<file path="config.mk">
export PLATFORM = sky130hd
export DESIGN_NAME = biquad_cascade_tdm
export DESIGN_NICKNAME = d
export VERILOG_FILES = /design/src/rtl/biquad_cascade_tdm.sv
export SDC_FILE = /design/constraint.sdc
export NUM_CORES = 2
export LEC_CHECK = 0
export BUFFER_PORTS_ARGS = -buffer_cell sky130_fd_sc_hd__buf_2
export CAP_MARGIN = 40
export CORE_ASPECT_RATIO = 1.1
export CORE_MARGIN = 2
export CORE_UTILIZATION = 35
export CTS_BUF_LIST = sky130_fd_sc_hd__clkbuf_8
export DETAILED_ROUTE_END_ITERATION = 12
export SYNTH_ARGS = -nofsm -noshare
export SYNTH_HDL_FRONTEND = slang
export SYNTH_SLANG_ARGS = --single-unit
</file>
<file path="constraint.sdc">
create_clock -name clock -period 27.4 [get_ports clock]
set_clock_uncertainty 0.05 [all_clocks]
set_input_delay 1.37 -clock clock [delete_from_list [all_inputs] [get_ports clock]]
set_output_delay 1.37 -clock clock [all_outputs]
set_load 0.01 [all_outputs]
</file>
<file path="src/rtl/biquad_cascade_tdm.sv">
// Cascade of SECTIONS direct-form-I biquads sharing one time-multiplexed MAC.
// Coefficients live in a double-buffered bank (shadow written any time, active
// copied only between samples). Define SATURATE_EN to clamp each section
// result to the N-bit range; otherwise results wrap in two's complement.
module biquad_cascade_tdm #(
    parameter int unsigned decim    = 14,
    parameter int unsigned magn     = 8,
    parameter int unsigned N        = decim + magn + 1,
    parameter int unsigned SECTIONS = 2
) (
    input  logic                            clock,
    input  logic                            reset,
    input  logic                            gen_enable,
    input  logic [N-1:0]                    DataIn,
    input  logic                            coef_we,
    input  logic [$clog2(5*SECTIONS)-1:0]   coef_addr,
    input  logic [N-1:0]                    coef_wdata,
    input  logic                            coef_commit,
    output logic [N-1:0]                    DataOut,
    output logic                            data_valid,
    output logic                            busy,
    output logic                            overrun
);

    localparam int unsigned NC  = 5 * SECTIONS;
    localparam int unsigned CW  = $clog2(NC);
    localparam int unsigned SW  = (SECTIONS > 1) ? $clog2(SECTIONS) : 1;
    localparam int unsigned PW  = 2 * N;
    localparam int unsigned ACW = 2 * N + 3;
    localparam logic [N-1:0] ONE = N'(2 ** decim);

    typedef enum logic [1:0] {IDLE, MAC, WRITE, DONE} state_t;

    state_t state, state_next;
    logic   busy_next, valid_next, overrun_next;

    logic [2:0]    step;
    logic [SW-1:0] section;
    logic          last_sec;
    logic          pending;
    logic          copy_now;
    logic          wr_ok;
    logic [CW-1:0] coef_idx;

    logic signed [N-1:0]   shadow [NC];
    logic signed [N-1:0]   active [NC];
    logic signed [N-1:0]   x1 [SECTIONS];
    logic signed [N-1:0]   x2 [SECTIONS];
    logic signed [N-1:0]   y1 [SECTIONS];
    logic signed [N-1:0]   y2 [SECTIONS];
    logic signed [N-1:0]   cur_x;
    logic signed [N-1:0]   coef_sel;
    logic signed [N-1:0]   data_sel;
    logic signed [PW-1:0]  prod;
    logic signed [ACW-1:0] prod_ext;
    logic signed [ACW-1:0] acc;
    logic signed [N-1:0]   y_c;

    assign last_sec = (32'(section) == SECTIONS - 1);
    assign wr_ok    = coef_we && ({1'b0, coef_addr} < (CW+1)'(NC));
    assign copy_now = (pending || coef_commit) && (state == IDLE) && !gen_enable;
    assign coef_idx = CW'(5 * 32'(section) + 32'(step));

    // Operand select for the shared multiplier: step walks b0,b1,b2,a1,a2.
    always_comb begin
        coef_sel = active[coef_idx];
        case (step)
            3'd0:    data_sel = cur_x;
            3'd1:    data_sel = x1[section];
            3'd2:    data_sel = x2[section];
            3'd3:    data_sel = y1[section];
            default: data_sel = y2[section];
        endcase
        prod     = PW'(coef_sel) * PW'(data_sel);
        prod_ext = ACW'(prod);
    end

`ifdef SATURATE_EN
    localparam logic signed [ACW-1:0] SAT_MAX = ACW'((2 ** (N - 1)) - 1);
    localparam logic signed [ACW-1:0] SAT_MIN = -SAT_MAX - ACW'(1);
    logic signed [ACW-1:0] shifted;

    // Floor-shift the accumulator and clamp into the N-bit range.
    always_comb begin
        shifted = acc >>> decim;
        if (shifted > SAT_MAX)
            y_c = SAT_MAX[N-1:0];
        else if (shifted < SAT_MIN)
            y_c = SAT_MIN[N-1:0];
        else
            y_c = shifted[N-1:0];
    end
`else
    // Floor-shift the accumulator and keep the low N bits.
    always_comb begin
        y_c = N'(acc >>> decim);
    end
`endif

    // FSM state and registered status outputs.
    always_ff @(posedge clock or negedge reset) begin
        if (!reset) begin
            state      <= IDLE;
            busy       <= 1'b0;
            data_valid <= 1'b0;
            overrun    <= 1'b0;
        end else begin
            state      <= state_next;
            busy       <= busy_next;
            data_valid <= valid_next;
            overrun    <= overrun_next;
        end
    end

    // Next-state and next-output logic.
    always_comb begin
        state_next   = state;
        busy_next    = busy;
        valid_next   = 1'b0;
        overrun_next = overrun || (gen_enable && (state != IDLE));
        case (state)
            IDLE: begin
                if (gen_enable) begin
                    state_next = MAC;
                    busy_next  = 1'b1;
                end
            end
            MAC: begin
                if (step == 3'd4)
                    state_next = WRITE;
            end
            WRITE: begin
                state_next = last_sec ? DONE : MAC;
            end
            default: begin
                state_next = IDLE;
                busy_next  = 1'b0;
                valid_next = 1'b1;
            end
        endcase
    end

    // MAC datapath, per-section history and output register.
    always_ff @(posedge clock or negedge reset) begin
        if (!reset) begin
            step    <= '0;
            section <= '0;
            acc     <= '0;
            cur_x   <= '0;
            DataOut <= '0;
            for (int unsigned i = 0; i < SECTIONS; i++) begin
                x1[i] <= '0;
                x2[i] <= '0;
                y1[i] <= '0;
                y2[i] <= '0;
            end
        end else begin
            case (state)
                IDLE: begin
                    if (gen_enable) begin
                        cur_x   <= DataIn;
                        step    <= '0;
                        section <= '0;
                    end
                end
                MAC: begin
                    acc  <= (step == 3'd0) ? prod_ext : acc + prod_ext;
                    step <= (step == 3'd4) ? 3'd0 : step + 3'd1;
                end
                WRITE: begin
                    x1[section] <= cur_x;
                    x2[section] <= x1[section];
                    y1[section] <= y_c;
                    y2[section] <= y1[section];
                    cur_x       <= y_c;
                    if (!last_sec)
                        section <= section + SW'(1);
                end
                default: begin
                    DataOut <= cur_x;
                end
            endcase
        end
    end

    // Shadow/active coefficient banks; a same-cycle write is folded into the copy.
    always_ff @(posedge clock or negedge reset) begin
        if (!reset) begin
            pending <= 1'b0;
            for (int unsigned i = 0; i < NC; i++) begin
                shadow[i] <= (i % 5 == 0) ? ONE : '0;
                active[i] <= (i % 5 == 0) ? ONE : '0;
            end
        end else begin
            if (wr_ok)
                shadow[coef_addr] <= coef_wdata;
            if (copy_now) begin
                for (int unsigned i = 0; i < NC; i++)
                    active[i] <= (wr_ok && (coef_addr == CW'(i))) ? coef_wdata : shadow[i];
            end
            pending <= (pending || coef_commit) && !copy_now;
        end
    end

endmodule

</file>
==> flow_metrics.tcl <==
set metrics [dict create \
    status "finished, final reports clean" \
    critPathSlowestCell "a2111oi_0" \
    synthToLayoutAreaGrowth_pct 11.4 \
    cp_data_required_time_ns 28.05 \
    drtIter0Drc 1917 \
    worst_slew_pin_slew_ns 0.926 \
    grt.overflow.total 0 \
    worstPathMaxFanout 40 \
    grt_usage 0.176 \
    fp.dieH_um 399 \
    cts_setup_buffers 0 \
    slew_viol_final 0 \
    crit_path_end_kind "flip-flop" \
    synth_edf_count 0 \
    rsz0062_at_grt "no" \
    cts_sinks 737 \
    register_area_um2 18500 \
    fp.dieW_um 364 \
    portBuffers 80 \
    final.fill_count 13700 \
    drc_errors 0 \
    synth_cells 4337 \
    yosysWarnings 0 \
    antenna_found_initial 8 \
    clockBufferDepth 3 \
    io_pins 81 \
    drtAntennaViolNets 0 \
    path_buf_inv 9 \
    crit_family "adder cells" \
    synth_cell_types 81 \
    async_reset_ff_frac 1.00 \
    clk_pin_slew_ns 0.06 \
    fmax_mhz 82.0 \
    dieArea_um2 145000 \
    cpPeakStageDelay_ns 0.88 \
    tns_ns 0 \
    vias 32200 \
    synth_largest_area_cell "dfrtp_1" \
    cts_tree "built" \
    grt_pass1_vias 34200 \
    grt_pass1_wl_um 199000 \
    numCtsBuffers 132 \
    fin_crit_sh 0.445 \
    viasPerCell 5.07 \
    synth.top_cell.area_share 0.369 \
    cap_violations 0 \
    wl_per_cell_um 19.7 \
    hp-class "reg -> reg" \
    arrival_ns 12.84 \
    core.rowCount 145 \
    synth_area_leaders "dfrtp_1, fa_1, mux2_2" \
    drive_above_1_share 0.252 \
    start_util 0.352 \
    setup_viol 0 \
    nets 5092 \
    crit_path_start_kind "flip-flop" \
    mostFrequentLayoutCells "dfrtp_1, mux2_2, inv_1, fa_1, nor2_1" \
    final_common_cell "dfrtp_1" \
    avgSynthCellArea_um2 11.5 \
    dp_hpwl_um 89700 \
    htreeDepth 4 \
    multi_input_area_um2 28300 \
    syn_nets 5017 \
    synth-seq-cells 737 \
    slew_headroom 0.367 \
    cts_hold_buffers 0 \
    seq_area_frac_synth 0.371 \
    synthFlopType "dfrtp_1" \
    cts_resized 0 \
    hold_viol_final 0 \
    coreArea_um2 142000 \
    crit_type "reg -> reg" \
    period_needed_ns 12.19 \
    grt_max_degree 106 \
    dr.pass1.iters 5 \
    wirelength_um 125000 \
    synthesis.area_um2 49800 \
    clkLatencyLatePin_ns 0.82 \
    globalplace.congestion 0.876 \
    clockRootBuffer "clkbuf_8" \
]
-- stage by stage --
stage               hold slack (ns)  setup WS (ns)  cell area, um2  utilization  cells
finish                        0.407          15.21           55400        0.392   6357
global route                  0.435          14.50           55400        0.392   6354
CTS                           0.414          15.27           55400        0.392   6352
detailed placement            0.398          15.27           52700        0.372   6115
global placement              0.390          15.21           52200        0.369   6088
floorplan                     0.411          16.48           49800            -   4337
-- registers in the layout, summed over array words and instances (netlist names) --
signal and count:
shadow 230, acc 37, last_sec 1, state 2
data_valid 1, step 3, busy 1, y1 46
y2 46, x2 46, pending 1, cur_x 23
active 230, DataOut 23, x1 46, overrun 1
-- cell families (layout without fill, tap and decap cells) --
group	count (synthesis)	in the layout	synth area share
other cells	0	5	0
fa+ha+maj	625	625	0.227
compound gates	453	453	0.0617
simple gates	788	788	0.0662
buf+inv	821	999	0.0637
flops	737	737	0.371
xor+xnor	83	83	0.0150
mux	830	830	0.196
-- per-layer routing --
metal	vias up	GRT usage	part of all wire	wire, um
li1	14500	-	-	-
met1	16700	0.239	0.46	57300
met2	781	0.284	0.46	57900
met3	235	0.0305	0.050	6260
met4	10	0.0596	0.028	3530
met5	-	0	0.00053	66
-- final timing paths --
path | start | to | slack, ns | depth (start not counted)
min in group asynchronous | reset | cur_x[21]$_DFFE_PN0P_ | 0.59 | 1
hold reg to reg | overrun$_DFF_PN0_ | overrun$_DFF_PN0_ | 0.41 | 1
max in group asynchronous | reset | y1[5]$_DFFE_PN0P_ | 24.00 | 5
hold / removal | overrun$_DFF_PN0_ | overrun$_DFF_PN0_ | 0.41 | 1
setup reg to reg | step[0]$_DFFE_PN0P_ | acc[36]$_DFFE_PN0P_ | 15.21 | 41
setup / recovery | step[0]$_DFFE_PN0P_ | acc[36]$_DFFE_PN0P_ | 15.21 | 41
-- synth_stat cells (all sizes together), types with 8 or more instances --
master and number:
xnor2 63, nor3 9, dfrtp 733, a21o 41
nand3 15, a21oi 120, a211oi 15, a211o 9
o22a 18, o21bai 17, nand4 8, clkbuf 168
a221oi 19, a22oi 22, nor2 331, o21ai 71
o22ai 22, ha 164, a31oi 22, nand2 328
buf 71, o21a 14, xor2 19, mux4 47
a2111oi 15, inv 581, fa 461, mux2i 115
nor2b 16, nand2b 29, and3 12, mux2 668
and2 18
-- layout make-up --
type / instances / area share
Inverter: 582 / 0.0394
Timing Repair Buffer: 180 / 0.0255
Sequential cell: 737 / 0.333
Clock inverter: 67 / 0.00770
Tap cell: 1837 / 0.0415
Clock buffer: 170 / 0.0422
Multi-Input combinational cell: 2779 / 0.511
Antenna cell: 5 / 0.000226
Power is not shown: default switching activity piles up to over one toggle a cycle in this logic, so the estimate is an artifact.
